### config.mk
export PLATFORM = sky130hd
export DESIGN_NAME = car_warning_sequencer
export DESIGN_NICKNAME = d
export VERILOG_FILES = /design/src/rtl/car_warning_sequencer_pkg.sv /design/src/rtl/car_warning_sequencer_tick_prescaler.sv /design/src/rtl/car_warning_sequencer.sv
export SDC_FILE = /design/constraint.sdc
export NUM_CORES = 1
export LEC_CHECK = 0
export BUFFER_PORTS_ARGS = -buffer_cell sky130_fd_sc_hd__buf_2
export CAP_MARGIN = 10
export CORE_ASPECT_RATIO = 2
export CORE_MARGIN = 4
export CORE_UTILIZATION = 60
export CTS_BUF_LIST = sky130_fd_sc_hd__clkbuf_8
export DETAILED_ROUTE_END_ITERATION = 10
export PLACE_DENSITY = 0.79
export SYNTH_ARGS = -nofsm -noshare
export SYNTH_HDL_FRONTEND = slang
export SYNTH_HIERARCHICAL = 1
export SYNTH_SLANG_ARGS = --single-unit
### constraint.sdc
create_clock -name clk -period 5.2 [get_ports clk]
set_input_delay 0.26 -clock clk [delete_from_list [all_inputs] [get_ports clk]]
set_output_delay 0.26 -clock clk [all_outputs]
set_load 0.02 [all_outputs]
### src/rtl/car_warning_sequencer_pkg.sv
// Shared types and default timing for the car warning sequencer.
// The state encoding is 3 bits so it can be decoded directly by other blocks.
package car_pkg;

  typedef enum logic [2:0] {
    IDLE     = 3'd0,
    QUALIFY  = 3'd1,
    BEEP_ON  = 3'd2,
    BEEP_OFF = 3'd3,
    SILENCED = 3'd4
  } car_state_t;

  localparam int unsigned DEF_PRESCALE   = 1000;
  localparam int unsigned DEF_QUAL_TICKS = 4;
  localparam int unsigned DEF_ON_TICKS   = 2;
  localparam int unsigned DEF_OFF_TICKS  = 2;
  localparam int unsigned DEF_MAX_BEEPS  = 8;

endpackage

### src/rtl/car_warning_sequencer_tick_prescaler.sv
// Free-running cycle counter that emits one tick every PRESCALE clocks.
// A synchronous clear restarts the count so each state gets exact tick spacing.
module car_tick_prescaler
  import car_pkg::*;
#(
  parameter int unsigned PRESCALE = DEF_PRESCALE
) (
  input  logic clk,
  input  logic rst_n,
  input  logic clr,
  output logic tick
);

  localparam int unsigned CW = (PRESCALE > 2) ? $clog2(PRESCALE) : 1;

  logic [CW-1:0] count;

  assign tick = (count == CW'(PRESCALE - 1));

  always_ff @(posedge clk or negedge rst_n) begin
    if (!rst_n) begin
      count <= '0;
    end else if (clr || tick) begin
      count <= '0;
    end else begin
      count <= count + 1'b1;
    end
  end

endmodule

### src/rtl/car_warning_sequencer.sv
// Dashboard buzzer/lamp sequencer: qualifies the warning bit, plays a timed
// beep pattern, and silences after a beep budget or a driver acknowledge.
module car_warning_sequencer
  import car_pkg::*;
#(
  parameter int unsigned PRESCALE   = DEF_PRESCALE,
  parameter int unsigned QUAL_TICKS = DEF_QUAL_TICKS,
  parameter int unsigned ON_TICKS   = DEF_ON_TICKS,
  parameter int unsigned OFF_TICKS  = DEF_OFF_TICKS,
  parameter int unsigned MAX_BEEPS  = DEF_MAX_BEEPS
) (
  input  logic       clk,
  input  logic       rst_n,
  input  logic       warn_in,
  input  logic       ack,
  output logic       buzzer,
  output logic       lamp,
  output logic [7:0] beep_cnt,
  output logic       silenced
);

  car_state_t  state, next_state;
  logic        tick;
  logic        state_change;
  logic        timer_done;
  logic [15:0] tick_cnt;
  logic [15:0] tick_limit;
  logic [7:0]  beep_next;

  assign state_change = (next_state != state);

  car_tick_prescaler #(
    .PRESCALE(PRESCALE)
  ) u_prescaler (
    .clk   (clk),
    .rst_n (rst_n),
    .clr   (state_change),
    .tick  (tick)
  );

  always_comb begin
    tick_limit = 16'd1;
    unique case (state)
      QUALIFY:  tick_limit = 16'(QUAL_TICKS);
      BEEP_ON:  tick_limit = 16'(ON_TICKS);
      BEEP_OFF: tick_limit = 16'(OFF_TICKS);
      default:  tick_limit = 16'd1;
    endcase
  end

  // The last tick of a state is the one that ends it, so compare against limit-1.
  assign timer_done = tick && (tick_cnt == tick_limit - 16'd1);

  always_comb begin
    next_state = state;
    beep_next  = beep_cnt;
    unique case (state)
      IDLE: begin
        if (warn_in) next_state = QUALIFY;
      end
      QUALIFY: begin
        if (!warn_in) begin
          next_state = IDLE;
        end else if (timer_done) begin
          next_state = BEEP_ON;
          beep_next  = 8'd1;
        end
      end
      BEEP_ON: begin
        if (!warn_in) begin
          next_state = IDLE;
        end else if (ack) begin
          next_state = SILENCED;
        end else if (timer_done) begin
          next_state = (beep_cnt >= 8'(MAX_BEEPS)) ? SILENCED : BEEP_OFF;
        end
      end
      BEEP_OFF: begin
        if (!warn_in) begin
          next_state = IDLE;
        end else if (ack) begin
          next_state = SILENCED;
        end else if (timer_done) begin
          next_state = BEEP_ON;
          if (beep_cnt < 8'(MAX_BEEPS)) beep_next = beep_cnt + 8'd1;
        end
      end
      SILENCED: begin
        if (!warn_in) next_state = IDLE;
      end
      default: next_state = IDLE;
    endcase
    if (next_state == IDLE) beep_next = '0;
  end

  always_ff @(posedge clk or negedge rst_n) begin
    if (!rst_n) begin
      state <= IDLE;
    end else begin
      state <= next_state;
    end
  end

  // Ticks are only meaningful in the timed states; holding zero elsewhere avoids wrap.
  always_ff @(posedge clk or negedge rst_n) begin
    if (!rst_n) begin
      tick_cnt <= '0;
    end else if (state_change || state == IDLE || state == SILENCED) begin
      tick_cnt <= '0;
    end else if (tick) begin
      tick_cnt <= tick_cnt + 16'd1;
    end
  end

  always_ff @(posedge clk or negedge rst_n) begin
    if (!rst_n) begin
      buzzer   <= 1'b0;
      lamp     <= 1'b0;
      silenced <= 1'b0;
      beep_cnt <= '0;
    end else begin
      buzzer   <= (next_state == BEEP_ON);
      lamp     <= (next_state == BEEP_ON) || (next_state == BEEP_OFF) ||
                  (next_state == SILENCED);
      silenced <= (next_state == SILENCED);
      beep_cnt <= beep_next;
    end
  end

endmodule

==> results of run 1 <==
## kinds of logic after synthesis
group | count (synthesis) | synth area share [%]
xor+xnor | 23 | 9.40
flops | 40 | 46.7
buf+inv | 13 | 3.27
fa+ha+maj | 4 | 2.34
mux | 3 | 1.40
compound gates | 31 | 9.70
simple gates | 110 | 27.2
## layout by cell type, fill, tap and decap left out, drive strengths merged, types with 2 or more instances in the layout
master,Yosys,final
a21oi,9,9
a31oi,3,3
and2,5,5
and3,5,5
buf,5,14
clkbuf,0,5
dfrtp,40,40
ha,4,4
inv,8,9
mux2i,3,3
nand2,15,15
nand2b,2,2
nand3,16,16
nand4,5,5
nor2,38,38
nor3,9,9
nor3b,2,2
nor4,7,7
o21ai,6,6
or4,2,2
xnor2,10,10
xor2,13,13
## power groups by stage
stage	clock, W	combinational, W	sequential (W)
2_1_floorplan	0	0.0000373	0.000328
3_3_place_gp	0	0.0000460	0.000332
3_5_place_dp	0	0.0000463	0.000332
4_1_cts	0.000245	0.0000466	0.000326
5_1_grt	0.000262	0.0000547	0.000328
6_report	0.000239	0.0000460	0.000326
## cell usage after synthesis, drive strengths merged (2+ instances only)
| cell | instances | share of area (%) |
|---|---|---|
| a21oi | 9 | 2.1 |
| a31oi | 3 | 0.88 |
| and2 | 5 | 1.5 |
| and3 | 5 | 1.5 |
| buf | 5 | 1.9 |
| dfrtp | 40 | 47 |
| ha | 4 | 2.3 |
| inv | 8 | 1.4 |
| mux2i | 3 | 1.4 |
| nand2 | 15 | 2.7 |
| nand2b | 2 | 0.58 |
| nand3 | 16 | 4.2 |
| nand4 | 5 | 1.5 |
| nor2 | 38 | 7.0 |
| nor3 | 9 | 2.1 |
| nor3b | 2 | 0.70 |
| nor4 | 7 | 2.3 |
| o21ai | 6 | 1.4 |
| or4 | 2 | 0.88 |
| xnor2 | 10 | 4.1 |
| xor2 | 13 | 5.3 |
## layout make-up
type	count	area (sq um)
Fill cell	277	1080
Multi-Input combinational cell	171	1070
Sequential cell	40	1000
Timing Repair Buffer	14	70.1
Clock buffer	5	68.8
Tap cell	48	60.1
Clock inverter	3	38.8
Inverter	8	30.0
## stage by stage
| step | instance area (sq um) | setup WS (ns) |
|---|---|---|
| CTS | 2340 | 2.06 |
| global placement | 2230 | 2.15 |
| floorplan | 2140 | 2.51 |
| global route | 2340 | 1.76 |
| detailed placement | 2230 | 2.09 |
| finish | 2340 | 2.04 |
## critical path: stages (launching register included)
cell and delay (ns):
dfrtp_1 0.40, ha_1 0.23, nand2_2 0.11, nor4b_4 0.32, and3_1 0.40, nand4_1 0.23
nor4_1 0.68, o2bb2ai_1 0.34, a31o_2 0.26, nor2_1 0.07
## worst paths after layout
kind                                      start                   end  slack [ns]
hold / removal                            rst_n  u_prescaler/count[8]        0.08
hold reg to reg            u_prescaler/count[0]  u_prescaler/count[0]        0.50
max in group asynchronous                 rst_n           beep_cnt[0]        4.58
min in group clk                            ack              silenced        0.43
setup / recovery           u_prescaler/count[0]  u_prescaler/count[5]        2.04
setup reg to reg           u_prescaler/count[0]  u_prescaler/count[5]        2.04
## flip-flops by register name (all words and copies together), names as in the netlist
| register | flops |
|---|---|
| tick_cnt | 16 |
| u_prescaler/count | 10 |
| beep_cnt | 8 |
| state | 3 |
| buzzer | 1 |
| lamp | 1 |
| silenced | 1 |
## routing by layer
layer	vias to the layer above	routed length [um]	part of all wire [%]	GRT usage, %
li1	812	-	-	-
met2	47	2280	56	35.7
met3	9	176	4.3	3.22
met1	800	1530	37	23.7
met4	0	104	2.5	9.93
met5	-	0	0	0
==> metrics.md, run 1 <==
| Metric | Value |
|---|---|
| Final Util | 68.5% |
| P&R area growth vs syn | 9.23% |
| Final Hold Fails | 0 |
| Post-synth EDFFs | 0 |
| DR WL/cell | 14.2 um |
| Element type at the critical path end | register |
| Row Count | 30 |
| Synthesized Nets | 232 |
| Critical Path Source Type | register |
| Power Density | 262 mW/mm^2 |
| Setup Skew | 0.00896 ns |
| Final Max Slew Viols | 0 |
| Sequential share of power | 53.4% |
| First drt pass iteration count | 4 |
| # diodes | 0 |
| Overall power | 0.000612 W |
| Clock insertion delay at the later pin of the skew report | 0.29 ns |
| Reg2reg path depth | 9 |
| Yosys warns | 6 |
| Share of post-route cells with drive strength above 1 | 12.9% |
| Die Y | 92.5 um |
| Clk buf depth | 2 |
| Synthesized cell area | 0.00214 sq mm |
| Seq/Total Area, Yosys | 46.7% |
| Synth unique cells | 45 |
| Die ar. | 0.00465 sq mm |
| Initial DRC count | 28 |
| Die Wd | 50.3 um |
| Minimum hold slack | 0.0798 ns |
| CTS sink count | 40 |
| Leak | 1.02 nW |
| Placed cells | 281 |
| Finished Layout Cells | 289 |
| Worst vdd rail ir drop | 0.000260 V |
| Status | finished clean |
| Via Count | 1668 |
| Crit Path Category | register to register |
| Gates resized, CTS repair | 0 |
| Synth Flop Type | dfrtp_1 |
| Ys async rst share | 100% |
| Sw power | 0.000140 W |
| CTS tree | yes |
| WP data arrival | 3.34 ns |
| Post-synthesis cell count | 224 |
| Routed WL | 4100 um |
| Syn Area/Cell | 9.56 sq um |
| Buffers on Ports | 14 |
| Worst slew pin tran | 0.855 ns |
| Gr usage total | 20.5% |
| Switching part of the total | 22.8% |
| Clk slew on worst S/H paths | 0.08 ns |
| Rel. slew slack | 43.0% |
| Worst EP required | 5.38 ns |
| # DRC | 0 |
| Nets | 248 |
| First-pass GRT wire length | 7440 um |
| Initial antenna violation count | 0 |
| Tmin final | 3.16 ns |
| Total grt overflow | 0 |
| Routability-driven placement congestion ratio | 0.796 |
| DP HPWL | 2940 um |
| CTS root buf | clkbuf_8 |
| Internal power | 0.000472 W |
| H-tree depth | 2 |
| Post-CTS Hold Fix Bufs | 0 |
| Tcrit/Tclk final | 60.8% |
| Vias in the first global route | 1706 |
| TNS Setup | 0 ns |
| Initial Util | 62.7% |
| Combinational share of power | 7.5% |
| Via/cell ratio | 5.77 |
| Clock group share of total power | 39.1% |
| I/O pin count | 15 |
| Max frequency | 316 MHz |
| Largest net degree at the start of global routing | 41 |
| Total CTS buffers | 5 |
| Largest fanout on the critical path | 8 |
| Core Area | 0.00342 sq mm |
| Setup violators final | 0 |
| Number of synthesized register bits | 40 |
| Postcts setup bufs | 0 |
| RSZ-0062 raised after global routing | no |
| HP Class | input port to async pin |
| Max_cap viols | 0 |
| Post-DRT Antenna Nets | 0 |
(Power assumes the default switching activity.)
==> run 2: changes to the inputs <==
ABC_AREA = 1   (was not set)
CORE_UTILIZATION = 56   (was 60)
PLACE_DENSITY = 0.78   (was 0.79)
clock period = 2.6 ns   (was 5.2 ns; I/O delays follow)
==> metrics.md, run 2 <==
| Metric | Value |
|---|---|
| Status | finished with violations |
| Failing checks | setup timing |
| Critical Path Source Type | register |
| First drt pass iteration count | 4 |
| # DRC | 0 |
| HP Class | input port to register |
| Routed WL | 5440 um |
| Total grt overflow | 0 |
| Clk slew on worst S/H paths | 0.08 ns |
| Clock group share of total power | 39.9% |
| First-pass GRT wire length | 8940 um |
| Initial DRC count | 57 |
| PnR worst setup slack | -0.0977 ns |
| Setup Skew | 0.0105 ns |
| Yosys warns | 6 |
| DP HPWL | 3390 um |
| Vias in the first global route | 2101 |
| CTS root buf | clkbuf_8 |
| Buffers on Ports | 14 |
| Top Layer Used | met4 |
| Clk buf depth | 2 |
| I/O pin count | 15 |
| Met2 WL | 3250 um |
| Syn Area/Cell | 7.52 sq um |
| Leak | 1.34 nW |
| Worst slew pin tran | 0.880 ns |
| Internal power | 0.00105 W |
| Synth unique cells | 29 |
| # diodes | 0 |
| Place WS | -0.0395 ns |
| Largest fanout on the critical path | 8 |
| Synth Flop Type | dfrtp_1 |
| Routability-driven placement congestion ratio | 0.856 |
| Tcrit/Tclk final | 104% |
| WP data arrival | 2.93 ns |
| Ys async rst share | 100% |
| Power Density | 510 mW/mm^2 |
| H-tree depth | 2 |
| Max reg flops | 16 |
| Routed length on met3 | 154 um |
| Largest regs | tick_cnt: 16 flops, u_prescaler/count: 10 flops, beep_cnt: 8 flops |
| Most frequent cells in the layout | nand2_1 (74), dfrtp_1 (40), nor2_1 (38), inv_1 (38), nor2_2 (18) |
| Placed inst area | 0.00245 sq mm |
| Max frequency | 371 MHz |
| Crit path from | u_prescaler/count[1] |
| Setup violators final | 25 |
| Total CTS buffers | 5 |
| P&R area growth vs syn | 22.4% |
| Die Wd | 53.0 um |
| Commonest non-fill, non-tap cell in the layout | nand2_1 |
| CTS sink count | 40 |
| Combinational share of power | 13.2% |
| DR WL/cell | 13.8 um |
| WL met1 | 1900 um |
| Number of synthesized register bits | 40 |
| Share of post-route cells with drive strength above 1 | 28.1% |
| Clock insertion delay at the later pin of the skew report | 0.30 ns |
| Final Hold Fails | 0 |
| Cell area after layout | 0.00278 sq mm |
| Sw power | 0.000369 W |
| Via Count | 2092 |
| Final Util | 71.6% |
| Crit Path Category | register to register |
| Footprint of the multi-input gates | 0.00120 sq mm |
| CTS tree | yes |
| Largest reg by FF count | tick_cnt |
| Hold Crit Depth | 3 |
| Nets | 349 |
| Sequential share of power | 46.9% |
| Reg2Reg Setup Slack | -0.1 ns |
| Via/cell ratio | 5.32 |
| Die ar. | 0.00520 sq mm |
| Reg2reg path depth | 19 |
| Worst EP required | 2.83 ns |
| Minimum hold slack | 0.241 ns |
| Post-DRT Antenna Nets | 0 |
| Post-synth EDFFs | 0 |
| Largest net degree at the start of global routing | 41 |
| Tmin final | 2.70 ns |
| FF/Latch Area | 0.00100 sq mm |
| Cell taking the most area after synthesis | dfrtp_1 |
| Final Max Slew Viols | 0 |
| Max_cap viols | 0 |
| Gr usage total | 22.7% |
| Rel. slew slack | 41.3% |
| Worst vdd rail ir drop | 0.000544 V |
| Core Area | 0.00388 sq mm |
| Crit path to | tick_cnt[11] |
| Synth top area share | 44.1% |
| RR Startpoint | u_prescaler/count[1] |
| Die Y | 98.1 um |
| Initial antenna violation count | 0 |
| Ranking of synthesized cells by area | dfrtp_1 (44%), nand2_1 (13%), nor2_1 (7.6%) |
| Switching part of the total | 26.0% |
| Seq/Total Area, Yosys | 44.1% |
| Element type at the critical path end | register |
| Fillers | 311 |
| Synthesized cell area | 0.00227 sq mm |
| Post-synthesis cell count | 302 |
| Commonest cells in the netlist | nand2_1 (80), nor2_1 (46), dfrtp_1 (40) |
| Synthesized Nets | 310 |
| RSZ-0062 raised after global routing | yes |
| Most frequent cell after synthesis | nand2_1 |
| Row Count | 32 |
| Worst r2r dst | tick_cnt[11] |
| Initial Util | 58.5% |
-- run 2: logic make-up after synthesis --
group           count (synthesis)  share of synthesized area (%)
xor+xnor                       10                           3.86
compound gates                 21                           5.40
fa+ha+maj                       4                           2.20
flops                          40                           44.1
simple gates                  180                           36.4
buf+inv                        47                           8.10
-- run 2: power by group through the flow --
stage | Sequential [W] | Combinational (W) | Clock (W)
after floorplan | 0.000669 | 0.0000907 | 0
after global placement | 0.000670 | 0.000123 | 0
after detailed placement | 0.000671 | 0.000126 | 0
after CTS | 0.000657 | 0.000162 | 0.000565
after global routing | 0.000665 | 0.000205 | 0.000599
final | 0.000664 | 0.000187 | 0.000566
-- run 2: stage by stage --
step	std cells	power, W	setup TNS (ns)
6_report	393	0.00142	-1.96
4_1_cts	390	0.00138	0
5_1_grt	393	0.00147	-7.73
3_3_place_gp	374	0.000793	0
2_1_floorplan	302	0.000759	0
3_5_place_dp	374	0.000797	-0.234
-- run 2: repair_timing --
action / in CTS / in global routing
gates resized for setup: 5 / 25
hold buffers: 1 / 0
setup endpoints to repair: 25 / 27
hold endpoints to repair: 30 / 0
buffers inserted: 6 / 3
pin swaps: 4 / 17
cloned: 1 / 0
-- run 2: final cells by class --
cell class	instances	share of cell area [%]
Timing Repair Buffer	32	7.61
Sequential cell	40	36.0
Clock inverter	1	1.08
Multi-Input combinational cell	216	43.3
Inverter	46	6.21
Clock buffer	7	3.47
Tap cell	51	2.30
-- run 2: metal layers --
layer	vias to the layer above	track usage, %
met5	-	0
met4	0	10.6
met3	11	3.66
met2	54	40.8
met1	1005	24.5
li1	1022	-
-- run 2: how the worst min path moves through the flow --
stage,end,slack (ns),startpoint
5_1_grt,beep_cnt[2],0.28,warn_in
6_report,beep_cnt[2],0.24,warn_in
4_1_cts,beep_cnt[2],0.24,warn_in
3_5_place_dp,tick_cnt[8],0.31,rst_n
2_1_floorplan,beep_cnt[0],-0.17,rst_n
3_3_place_gp,tick_cnt[8],0.29,rst_n
-- run 2: worst max-delay path, stage by stage (launching register included) --
cell	delay, ns
dfrtp_1	0.41
ha_2	0.23
nand2_2	0.06
inv_2	0.07
nand2_2	0.05
nor3_2	0.17
buf_4	0.17
nand2_1	0.07
nor2_1	0.10
nand2_1	0.07
nor2_2	0.12
nand3_2	0.13
a21oi_1	0.15
nand3_1	0.10
nand2_2	0.13
nor2_2	0.07
nor2_4	0.11
buf_6	0.12
nand3_4	0.16
nor2_2	0.14
